$ cat src/rtl/mult_job_sequencer.sv
// Operand-pair FIFO feeding a start/done multiplier, with a single registered
// result slot on the output side. One job is in flight at a time.
module mult_job_sequencer #(
  parameter int WIDTH = 128,
  parameter int DEPTH = 4
) (
  input  logic                 clk,
  input  logic                 rst,
  input  logic                 in_valid,
  output logic                 in_ready,
  input  logic [WIDTH-1:0]     in_multiplier,
  input  logic [WIDTH-1:0]     in_multiplicand,
  output logic                 start,
  output logic [WIDTH-1:0]     multiplier,
  output logic [WIDTH-1:0]     multiplicand,
  input  logic [2*WIDTH-1:0]   product,
  input  logic                 productDone,
  output logic                 out_valid,
  input  logic                 out_ready,
  output logic [2*WIDTH-1:0]   out_product,
  output logic                 busy
);

  localparam int AW = $clog2(DEPTH);
  localparam logic [AW:0] FULL_CNT = (AW+1)'(DEPTH);

  typedef enum logic [1:0] {IDLE, ISSUE, WAIT} state_t;

  state_t              state, state_nxt;
  logic [2*WIDTH-1:0]  mem [DEPTH];
  logic [AW-1:0]       wr_ptr, rd_ptr;
  logic [AW:0]         count;
  logic                full, empty, push, pop, capture, drain;

  assign full     = (count == FULL_CNT);
  assign empty    = (count == '0);
  assign in_ready = !full;
  assign push     = in_valid && !full;
  assign pop      = (state == IDLE) && !empty;
  // A new result may land only when the slot is free or being emptied this cycle.
  assign capture  = (state == WAIT) && productDone && (!out_valid || out_ready);
  assign drain    = out_valid && out_ready;

  // NOTE: the storage array has no reset; validity is tracked solely by the
  // pointers and count, so clearing the data would only cost reset fanout.
  always_ff @(posedge clk) begin
    if (push) mem[wr_ptr] <= {in_multiplier, in_multiplicand};
  end

  // NOTE: all sequential state uses non-blocking assignments so every register
  // sees pre-edge values regardless of process evaluation order.
  always_ff @(posedge clk) begin
    if (rst) begin
      wr_ptr <= '0;
      rd_ptr <= '0;
      count  <= '0;
    end else begin
      if (push) wr_ptr <= wr_ptr + AW'(1);
      if (pop)  rd_ptr <= rd_ptr + AW'(1);
      case ({push, pop})
        2'b10:   count <= count + (AW+1)'(1);
        2'b01:   count <= count - (AW+1)'(1);
        default: count <= count;
      endcase
    end
  end

  always_ff @(posedge clk) begin
    if (rst) begin
      multiplier   <= '0;
      multiplicand <= '0;
    end else if (pop) begin
      {multiplier, multiplicand} <= mem[rd_ptr];
    end
  end

  always_ff @(posedge clk) begin
    if (rst) begin
      out_valid   <= 1'b0;
      out_product <= '0;
    end else if (capture) begin
      out_valid   <= 1'b1;
      out_product <= product;
    end else if (drain) begin
      out_valid   <= 1'b0;
    end
  end

  always_ff @(posedge clk) begin
    if (rst) state <= IDLE;
    else     state <= state_nxt;
  end

  // NOTE: state_nxt is defaulted before the case so no path leaves it
  // unassigned, which would otherwise infer a latch.
  always_comb begin
    state_nxt = state;
    case (state)
      IDLE:    if (!empty) state_nxt = ISSUE;
      ISSUE:   state_nxt = WAIT;
      WAIT:    if (capture) state_nxt = IDLE;
      default: state_nxt = IDLE;
    endcase
  end

  always_comb begin
    start = (state == ISSUE);
    busy  = (state == ISSUE) || (state == WAIT);
  end

endmodule

$ cat config.mk
export PLATFORM = sky130hd
export DESIGN_NAME = mult_job_sequencer
export DESIGN_NICKNAME = d
export VERILOG_FILES = /design/src/rtl/mult_job_sequencer.sv
export SDC_FILE = /design/constraint.sdc
export NUM_CORES = 2
export LEC_CHECK = 0
export CORE_MARGIN = 1.5
export CORE_UTILIZATION = 25
export DETAILED_ROUTE_END_ITERATION = 16
export GPL_TIMING_DRIVEN = 0
export HOLD_SLACK_MARGIN = 0.03
export PLACE_DENSITY_LB_ADDON = 0.12
export SLEW_MARGIN = 10
export SYNTH_ARGS = -nofsm -noshare
export SYNTH_HDL_FRONTEND = slang
export SYNTH_SLANG_ARGS = --single-unit
$ cat constraint.sdc
create_clock -name clk -period 9.86 [get_ports clk]
set_input_delay 0.986 -clock clk [delete_from_list [all_inputs] [get_ports clk]]
set_output_delay 0.986 -clock clk [all_outputs]
set_load 0.03 [all_outputs]
---- Yosys cells after proc, flatten, opt, wreduce, memory -nomap -nowiden ----
Memories as Yosys holds them, arrays and structs flattened. A register that Yosys moved wholly into a read port is not among the register bits.
Index checks and enable logic that the tools add are counted.
storage, ports and cells
  logic and storage cells ................. 41
  memories kept ........................... 1
  register bits after elaboration ......... 266
  input bits .............................. 517
  memory bits (writable) .................. 1024
  output and inout bits ................... 516
operators by class
  reductions and logical operators ........ 15
  eq/ne operators ......................... 7
  $add $sub $neg .......................... 4
  muxes and demuxes ....................... 8
memory list
  memory  depth  bits a word  rd ports  clocked after memory_dff  wr ports  line  RTL
  mem     4      256          1         1                         1         30    logic [2*WIDTH-1:0] mem [DEPTH];
operators with widths
  operator                                             number
  case mux 2 bit (3 select lines)                      1
  case mux 3 bit (2 select lines)                      1
  logical AND 1 bit                                    5
  adder 2 x 1 -> 2 bit, second input constant          2
  equality test 2 x 1 -> 1 bit, second input constant  2
  equality test 2 bit, second input constant           2
  two-way mux 1 bit                                    4
  two-way mux 2 bit                                    2
  inequality test 2 bit, second input constant         2
  nonzero test 2 bit                                   2
  adder 3 x 1 -> 3 bit, second input constant          1
  equality test 3 bit, second input constant           1
  logical NOT 1 bit                                    3
  logical NOT 3 bit                                    1
  subtractor 3 x 1 -> 3 bit, second input constant     1
  logical NOT 2 bit                                    1
  logical OR 1 bit                                     2
  AND reduction 2 bit                                  1

---- Depth between registers and ports, before layout ----
  depth after elaboration ................. 5
  mapped depth ............................ 10

---- Least setup slack after synthesis ----
No wires, ideal clock.
  path kind ............................... input port to flip-flop
  start point ............................. input port in_valid
  end point ............................... memory mem[0][0] (netlist bit) (enable)
  cell stages on the path ................. 1
  buffers on the path ..................... 0
  data arrival time ....................... 6.841 ns
  library setup time ...................... 0.652 ns
  slack ................................... 2.367 ns
  path through ............................ and3_1
between the ends
  word-level cells in the longest chain between the ends .. 3
RTL lines
  what                                     line  RTL
  start: declaration                       9     input logic in_valid,
  logical AND 1 bit                        38    assign push = in_valid && !full;
  two-way mux 1 bit                        47    if (push) mem[wr_ptr] <= {in_multiplier, in_multiplicand};
  two-way mux 1 bit (not written as such)  47
  end: declaration                         30
No other way between the ends.

---- Worst setup path after layout ----
  start point ............................. register count[0]
  end point ............................... output port in_ready
between the ends
  word-level cells in the longest chain between the ends .. 2
RTL lines
  what                      line  RTL
  start: declaration        32    logic [AW:0] count;
  start signal: assignment  61    2'b10: count <= count + (AW+1)'(1);
  start signal: assignment  62    2'b01: count <= count - (AW+1)'(1);
  start signal: assignment  63    default: count <= count;
  equality test 3 bit       35    assign full = (count == FULL_CNT);
  logical NOT 1 bit         37    assign in_ready = !full;
  end: declaration          10    output logic in_ready,
No other way between the ends.

==> results.cfg <==
[clock_network]
clkLatencyLatePin_ps = 820
ctsRootBufferMaster = clkbuf_16
cts_hold_buf = 0
cts_resized = 0
cts_buffers = 179
path_clk_slew_ps = 60
cts_sinks = 1546
post-cts-setup-buffer-count = 0
cts_htree_levels = 4
cts_max_path_buffers = 3
cts_tree = done

[grt]
grt_pass1_vias = 33100
grt_pass1_wl_mm = 272
antenna_found_initial = 105
grt-ovfl-total = 0
grtUsageTotal_pct = 17.9
grt_max_degree = 45

[setup_path]
crit_type = reg -> out
cp_max_fo = 6
worstPathArrival_ps = 2460
required_ps = 8870
endpoint_kind = output pin
cp-start-kind = flip-flop
r2r_start = count[0]$_SDFFE_PP0P_
r2r_end = mem[0][113]$_DFFE_PP_
r2r_slack_ps = 7150
rr_worst_depth = 6

[placement]
gp_congestion = 0.902
place_ws_ps = 6140
place_inst = 6980
io_buffers = 1031
place_area_mm2 = 0.0685
dp.final_hpwl_mm = 147

[logic_synthesis]
synthFlopType = edfxtp_1
ys_types = 33
synth_edf_count = 1024
synth-seq-cells = 1546
yosys.area.top_type_share_pct = 57.1
syn_inst = 3085
syn_area_per_cell_um2 = 17.5
synth_area_mm2 = 0.0539
yosysTopAreaCell = edfxtp_1
synth_warnings = 0
yosysMostFrequentCell = edfxtp_1
syn_nets = 3611
synthTopCellsByArea = edfxtp_1 57%, dfxtp_1 19%, mux4_2 11%, a22o_1 4.2%, nand2_1 3.6%
synthTopCellsByCount = 1024 x edfxtp_1, 522 x dfxtp_1, 516 x nand2_1
async_flop_share_pct = 0
synth-seq-area-share_pct = 76.5

[floorplanning]
coreArea_mm2 = 0.214
rows = 170
chipWidth_um = 467
ios = 1033
initial_utilization_pct = 25.1
die_h_um = 467
die-area_mm2 = 0.218

[timing]
fin_crit_sh_pct = 34.9
hold_viol = 0
max_freq_mhz = 290
slew_headroom_pct = 41.2
whs_ps = 452
worstMarginPinSlew_ps = 881
setup_viol = 0
layout_min_cycle_time_ps = 3440
worst_slack_ps = 6420
slew_viol_final = 0
final.setup.tns_ps = 0
rsz0062_at_grt = no
finClkSkew_ps = 48.0

[hold_path]
hp-start = out_product[51]$_SDFFE_PP0P_
worst_hold_path_type = reg -> reg
holdPathStages = 2
hold_path_end = out_product[51]$_SDFFE_PP0P_

[power]
peakVddDrop_uv = 172
leakage_nw = 24.3
powerDensity_mw_per_mm2 = 283
switchingPower_mw = 6.71
p_sw_share_pct = 31.9
p_int_mw = 14.3
comb_power_share_pct = 29.0
seq_power_share_pct = 39.5
pwr-share-clk_pct = 31.5
p_total_mw = 21.1

[final_layout]
final_nets = 4849
instances_no_fill = 7342
fillers = 20600
regArea_mm2 = 0.0412
areaGrowthSynthToFinish_pct = 38.2
drive_gt1_share_pct = 15.0
final_cell_area_mm2 = 0.0745
finish.utilization_pct = 34.7
multiInputGateArea_mm2 = 0.0116

[routing]
drt-pass1-iter-count = 7
routed_wl_mm = 200
via_per_inst = 4.40
avgRoutedWirePerCell_um = 27.3
drc = 0
ant_nets = 0
vias = 32300
drt_iter0_markers = 1983

[flow_run]
cap_viol_max_count = 0

[status]
outcome = finished clean
## placed cells by master, fill, tap and decap left out, drive strengths merged, types with 2 or more instances in the layout
| master | count |
|---|---|
| edfxtp | 1024 |
| buf | 167 |
| nand2b | 4 |
| clkbuf | 339 |
| nor2 | 8 |
| and3 | 4 |
| xnor2 | 2 |
| inv | 18 |
| ha | 8 |
| a22o | 256 |
| a21oi | 260 |
| bufinv | 8 |
| nand2 | 516 |
| clkdlybuf4s50 | 1031 |
| dfxtp | 522 |
| mux4 | 256 |
| xor2 | 3 |
| clkinv | 38 |
| diode | 27 |
## power groups by stage
stage                     registers (mW)  clock network, mW  logic (mW)
final                               8.32               6.63        6.10
after global routing                8.41               7.09        6.50
after CTS                           8.33               6.86        6.29
after detailed placement            8.45                  0        6.27
after global placement              8.73                  0        6.18
after floorplan                     9.49                  0        2.47
## per-layer routing
metal / share of wire (%) / global-route usage, % / wire [µm] / up-vias
li1: - / - / - / 14500
met1: 37 / 19.5 / 74800 / 16300
met2: 51 / 31.5 / 103000 / 1053
met3: 8.2 / 6.68 / 16500 / 399
met4: 2.9 / 6.39 / 5790 / 60
met5: 0.20 / 0 / 400 / -
## state kept, by name, summed over array words and instances (netlist names)
register / count
multiplier: 128
out_valid: 1
mem: 1024
multiplicand: 128
rd_ptr: 2
wr_ptr: 2
count: 3
out_product: 256
state: 2
## layout make-up
cell class,count,share of cell area [%]
Sequential cell,1546,55.3
Buffer,201,1.44
Inverter,9,0.0454
Tap cell,2838,4.77
Clock buffer,279,6.98
Timing Repair Buffer,1057,14.8
Clock inverter,56,0.965
Multi-Input combinational cell,1329,15.6
Antenna cell,27,0.0907
## cell families after synthesis
group,count (synthesis),share of synthesized area [%]
xor+xnor,5,0.0813
fa+ha+maj,9,0.223
mux,257,10.7
simple gates,538,3.85
compound gates,520,6.63
buf+inv,210,2.04
flops,1546,76.5
## worst max-delay path by stage
stage | cells after the start | to | startpoint
finish | 2 | in_ready | count[0]$_SDFFE_PP0P_
global route | 2 | in_ready | count[0]$_SDFFE_PP0P_
CTS | 2 | in_ready | count[0]$_SDFFE_PP0P_
detailed placement | 6 | mem[0][232]$_DFFE_PP_ | in_valid
global placement | 2 | mem[1][242]$_DFFE_PP_ | in_valid
floorplan | 1 | mem[0][0]$_DFFE_PP_ | in_valid
## critical path, stage by stage, from the launching register on
cell and delay (ps):
dfxtp_1 350, or3b_1 490, clkdlybuf4s50_1 810
Note: power is estimated with default switching activity, not from simulation.
